$ cat src/rtl/mips_pkg.sv
// rtl/mips_pkg.sv - shared widths, reset PC, opcode field position and fetch states
// Purpose: constants and types shared by the fetch stage and its neighbours.
// Contents: ADDR_W, INSTR_W, RESET_PC, OPCODE_HI/OPCODE_LO, fetch_state_e.
package mips_pkg;

  localparam int          ADDR_W    = 32;
  localparam int          INSTR_W   = 32;
  localparam logic [31:0] RESET_PC  = 32'h0000_0000;
  localparam int          OPCODE_HI = 31;
  localparam int          OPCODE_LO = 26;

  // S_REQ : PC valid, request offered when the output slot can take a word
  // S_WAIT: one request outstanding, response will be captured
  // S_DROP: one request outstanding, response belongs to a flushed path
  typedef enum logic [1:0] {
    S_REQ  = 2'd0,
    S_WAIT = 2'd1,
    S_DROP = 2'd2
  } fetch_state_e;

endpackage

$ cat src/rtl/if_out_reg.sv
// rtl/if_out_reg.sv - 1-entry valid/ready output register with flush
// Purpose: holds one fetched instruction and its address until decode takes it.
// Ports:
//   clk, rst          clock, asynchronous active-high reset
//   flush             drop the held word (wins over load and consume)
//   load              capture load_instr/load_pc and mark valid
//   load_instr/pc     word and address to capture
//   ready             consumer takes the word this cycle
//   valid/instr/pc    held word; stable while valid && !ready
module if_out_reg #(
  parameter int ADDR_W  = 32,
  parameter int INSTR_W = 32
) (
  input  logic               clk,
  input  logic               rst,
  input  logic               flush,
  input  logic               load,
  input  logic [INSTR_W-1:0] load_instr,
  input  logic [ADDR_W-1:0]  load_pc,
  input  logic               ready,
  output logic               valid,
  output logic [INSTR_W-1:0] instr,
  output logic [ADDR_W-1:0]  pc
);

  always_ff @(posedge clk or posedge rst) begin
    if (rst) begin
      valid <= 1'b0;
      instr <= '0;
      pc    <= '0;
    end else if (flush) begin
      valid <= 1'b0;
    end else if (load) begin
      // A load in the same cycle as a consume keeps the slot full.
      valid <= 1'b1;
      instr <= load_instr;
      pc    <= load_pc;
    end else if (valid && ready) begin
      valid <= 1'b0;
    end
  end

endmodule

$ cat src/rtl/fetch_unit.sv
// rtl/fetch_unit.sv - instruction fetch stage: PC, single-outstanding imem read, output slot
// Purpose: owns the PC, issues one imem read at a time, hands words to decode.
// Ports:
//   clk, rst                          clock, asynchronous active-high reset
//   imem_req_valid/ready/addr         read request (addr = pc)
//   imem_rsp_valid/data               in-order read response, >=1 cycle after accept
//   redirect_valid/pc                 restart fetch at redirect_pc (word aligned)
//   if_valid/ready                    handshake to decode
//   if_instr, if_opcode, if_pc,
//   if_pc_plus4                       fetched word, its opcode field, address, address+4
module fetch_unit #(
  parameter int                ADDR_W   = mips_pkg::ADDR_W,
  parameter int                INSTR_W  = mips_pkg::INSTR_W,
  parameter logic [ADDR_W-1:0] RESET_PC = ADDR_W'(mips_pkg::RESET_PC)
) (
  input  logic               clk,
  input  logic               rst,
  output logic               imem_req_valid,
  input  logic               imem_req_ready,
  output logic [ADDR_W-1:0]  imem_req_addr,
  input  logic               imem_rsp_valid,
  input  logic [INSTR_W-1:0] imem_rsp_data,
  input  logic               redirect_valid,
  input  logic [ADDR_W-1:0]  redirect_pc,
  output logic               if_valid,
  input  logic               if_ready,
  output logic [INSTR_W-1:0] if_instr,
  output logic [5:0]         if_opcode,
  output logic [ADDR_W-1:0]  if_pc,
  output logic [ADDR_W-1:0]  if_pc_plus4
);

  import mips_pkg::*;

  fetch_state_e      state;
  logic [ADDR_W-1:0] pc;
  logic [ADDR_W-1:0] req_pc;
  logic [ADDR_W-1:0] redirect_aligned;
  logic              slot_free;
  logic              req_fire;
  logic              rsp_load;

  assign redirect_aligned = redirect_pc & ~ADDR_W'(3);

  // Only ask for a new word when the output slot is empty or emptying now,
  // so a returning response always has somewhere to land.
  assign slot_free      = !if_valid || if_ready;
  assign imem_req_valid = !rst && (state == S_REQ) && slot_free;
  assign imem_req_addr  = pc;
  assign req_fire       = imem_req_valid && imem_req_ready;

  // A redirect in the response cycle kills that response.
  assign rsp_load = (state == S_WAIT) && imem_rsp_valid && !redirect_valid;

  always_ff @(posedge clk or posedge rst) begin
    if (rst) begin
      state  <= S_REQ;
      pc     <= RESET_PC;
      req_pc <= '0;
    end else begin
      if (req_fire) begin
        req_pc <= pc;
      end

      if (redirect_valid) begin
        pc <= redirect_aligned;
      end else if (req_fire) begin
        pc <= pc + ADDR_W'(4);
      end

      case (state)
        S_REQ: begin
          // A request already handed to memory cannot be withdrawn; if it
          // goes out alongside a redirect its response must be discarded.
          if (req_fire) begin
            state <= redirect_valid ? S_DROP : S_WAIT;
          end
        end
        S_WAIT: begin
          if (redirect_valid) begin
            state <= imem_rsp_valid ? S_REQ : S_DROP;
          end else if (imem_rsp_valid) begin
            state <= S_REQ;
          end
        end
        S_DROP: begin
          if (imem_rsp_valid) begin
            state <= S_REQ;
          end
        end
        default: state <= S_REQ;
      endcase
    end
  end

  if_out_reg #(
    .ADDR_W (ADDR_W),
    .INSTR_W(INSTR_W)
  ) u_if_out_reg (
    .clk       (clk),
    .rst       (rst),
    .flush     (redirect_valid),
    .load      (rsp_load),
    .load_instr(imem_rsp_data),
    .load_pc   (req_pc),
    .ready     (if_ready),
    .valid     (if_valid),
    .instr     (if_instr),
    .pc        (if_pc)
  );

  assign if_opcode   = if_instr[OPCODE_HI:OPCODE_LO];
  assign if_pc_plus4 = if_pc + ADDR_W'(4);

  // Memory must not answer when nothing is outstanding.
  a_no_rsp_in_req: assert property (@(posedge clk) disable iff (rst)
    !((state == S_REQ) && imem_rsp_valid));

endmodule

$ cat config.mk
export PLATFORM = sky130hd
export DESIGN_NAME = fetch_unit
export DESIGN_NICKNAME = d
export VERILOG_FILES = /design/src/rtl/mips_pkg.sv /design/src/rtl/if_out_reg.sv /design/src/rtl/fetch_unit.sv
export SDC_FILE = /design/constraint.sdc
export NUM_CORES = 1
export LEC_CHECK = 0
export ABC_AREA = 1
export BUFFER_PORTS_ARGS = -buffer_cell sky130_fd_sc_hd__clkbuf_2
export CAP_MARGIN = 20
export CORE_ASPECT_RATIO = 1.4
export CORE_MARGIN = 4
export CORE_UTILIZATION = 52
export CTS_CLUSTER_SIZE = 14
export DETAILED_ROUTE_END_ITERATION = 10
export HOLD_SLACK_MARGIN = 0.08
export PLACE_DENSITY = 0.81
export SLEW_MARGIN = 20
export SYNTH_ARGS = -nofsm -noshare
export SYNTH_HDL_FRONTEND = slang
export SYNTH_HIERARCHICAL = 1
export SYNTH_SLANG_ARGS = --single-unit
export TNS_END_PERCENT = 30
$ cat constraint.sdc
create_clock -name clk -period 6.6 [get_ports clk]
set_input_delay 1.32 -clock clk [delete_from_list [all_inputs] [get_ports clk]]
set_output_delay 1.32 -clock clk [all_outputs]
set_load 0.01 [all_outputs]
==> flow_summary.ini <==
[detailed_routing]
route.vias.total = 6652
drt-pass1-iter-count = 4
drt_iter0_drc = 322
vias_per_cell = 5.08
drcViolationCount = 0
routedWlPerCell_um = 14.6
ant_nets = 0
wl_um = 19100

[sta]
slew_violations = 0
finalHoldViolCount = 0
max-slew-margin-rel = 0.396
fin_ws_ns = 2.76
setup_viol = 0
period_minus_slack_ns = 3.84
rsz0062_at_grt = no
worstMarginPinSlew_ns = 0.905
timing.fmax_mhz = 260
finalCritPeriodShare = 0.582
tns_ns = 0
fin_skew_ns = 0.00693

[clock_tree]
cts_setup_buffers = 0
cts-buffers-inserted = 17
post_cts_resized = 0
cts_tree = built
ctsHoldBuffers = 0
cts_sinks = 127
clk_pin_slew_worst_paths_ns = 0.06
cts_max_path_buffers = 2
root_buffer = clkbuf_16
clk-insertion-delay-late_ns = 0.41
htreeDepth = 4

[placement]
pre_cts_ws_ns = 2.69
dp_hpwl_um = 14000
place.gp.congestion = 0.895
place.port_buffers = 201

[critical_path]
crit_required_ns = 5.28
end_kind = output port
path_class = input port to output port
crit_arrival_ns = 2.52
crit_buf_inv = 4
worstSetupStartpointType = input port
crit_chain = clkbuf_2 -> inv_2 -> buf_4 -> nand2_1 -> nor2_1 -> clkbuf_2
worstPathMaxFanout = 63
cpPeakStageDelay_ns = 0.62
cpMostUsedCell = clkbuf_2
r2r_setup_slack_ns = 3.92
cp_slowest_cell = buf_4
cp_top_family = buffers and inverters

[final_layout]
syn_to_final_growth_pct = 23.7
layout_commonest_cell = nand2_1
final_cell_mix = 356 x nand2_1, 201 x clkbuf_2, 133 x nand3_1
layout-drive-gt1-share = 0.234
nets = 1190
antenna_cells = 0

[synth]
synth_cell_type_count = 31
ys_ff_latch = 127
yosys_warnings = 6
synth.avg_cell_area_um2 = 7.38
synth.area.top_cells = dfrtp_1 46%, nand2_1 19%, nand3_1 9.6%, inv_1 4.0%, o21ai_0 4.0%
yosysSeqAreaShare = 0.459
synth_cells = 938
yosys.area.top_type_share = 0.459
synth_top_cell_by_area = dfrtp_1
netlist_area_um2 = 6920

[outcome]
status = complete, no violations

[grt]
grt_max_degree = 73
track_usage = 0.257
grt_pass1_vias = 6485
grt_overflow = 0
grt_pass1_wl_um = 31700
antenna_found_initial = 0

[floorplan]
die_h_um = 145
die_area_um2 = 15200
core_area_um2 = 12900
initial_core_util = 0.535
num_rows = 49
die_w_um = 106
io_pins = 206

[power_and_ir_drop]
power_density_nw_per_um2 = 388
ir_worst_vdd_v = 0.000152
p_leak_uw = 0.00456

[min_path]
hold_class = flip-flop to flip-flop

[run]
maxCapViolCount = 0
stage by stage:
step	instances	utilization	hold slack (ns)	cell area (um2)	power (uW)
final	1309	0.662	0.468	8560	3320
after global routing	1309	0.662	0.485	8560	3530
after detailed placement	1277	0.610	0.457	7890	2270
after CTS	1309	0.662	0.472	8560	3340
after floorplan	941	-	0.449	6930	1850
after global placement	1277	0.610	0.454	7890	2230
final timing paths:
path	endpoint	depth (start not counted)	from
worst max-delay path	imem_req_valid	6	rst
worst min-delay path	u_if_out_reg/instr[12]	2	u_if_out_reg/instr[12]
worst max register to register	imem_req_addr[21]	6	state[0]
worst min register to register	u_if_out_reg/instr[12]	2	u_if_out_reg/instr[12]
max in group asynchronous	imem_req_addr[12]	3	rst
min in group asynchronous	u_if_out_reg/valid	3	rst
synth_stat cells:
library cell / count
buf_2: 8
o21ai_1: 1
nand3_1: 133
inv_1: 74
nor3b_1: 2
buf_4: 22
buf_1: 1
inv_2: 2
nand4_4: 1
nor3_2: 1
and2_1: 2
xnor2_1: 7
nand3b_1: 5
nor2_1: 67
nand2_1: 357
buf_6: 6
nor2_2: 6
conb_1: 1
nand4_1: 5
xor2_1: 13
nand2_2: 4
a31oi_1: 1
nor2_4: 7
dfrtp_1: 127
ha_1: 2
nor3_1: 8
nand2_4: 2
clkbuf_1: 10
o211ai_1: 6
nand3_2: 2
o21ai_0: 55
where the power goes:
part	internal, uW	total [uW]	leakage [uW]	switching, uW
clock network	709	1060	0.000317	352
logic	367	952	0.00262	585
registers	1040	1310	0.00163	263
cell families (layout without fill, tap and decap cells):
family / after synthesis / after routing / share of synthesized area
AOI/OAI and AO/OA: 63 / 63 / 0.0479
xor gates and xnor gates: 20 / 20 / 0.0253
adders and majority gates: 2 / 2 / 0.00361
buffers and inverters: 123 / 313 / 0.0866
DFF: 127 / 127 / 0.459
other: 1 / 4 / 0.000542
and+or+nand+nor: 602 / 602 / 0.377
tightest hold or removal path, stage by stage, from the launching register on:
cell and delay (ns):
dfrtp_1 0.34, nand2_1 0.05, nand2_1 0.05
area by class of cell:
class / count / area (um2)
clock buffers: 18 / 429
clock inverters: 14 / 239
multi-input cells: 691 / 3170
repair buffers: 205 / 1040
flip-flops and latches: 127 / 3180
fillers: 1160 / 4380
inverters: 76 / 285
well taps: 178 / 223
state kept, by name (all words and copies together) (netlist names):
name and count:
imem_req_addr 30, u_if_out_reg/valid 1, state 2, req_pc 30
u_if_out_reg/instr 32, u_if_out_reg/pc 32
per-layer routing:
layer | track usage | share of wire
met5 | 0 | 0
met4 | 0.113 | 0.031
met3 | 0.0469 | 0.060
met2 | 0.461 | 0.52
met1 | 0.302 | 0.39
Power figures use the tool's default switching activity.
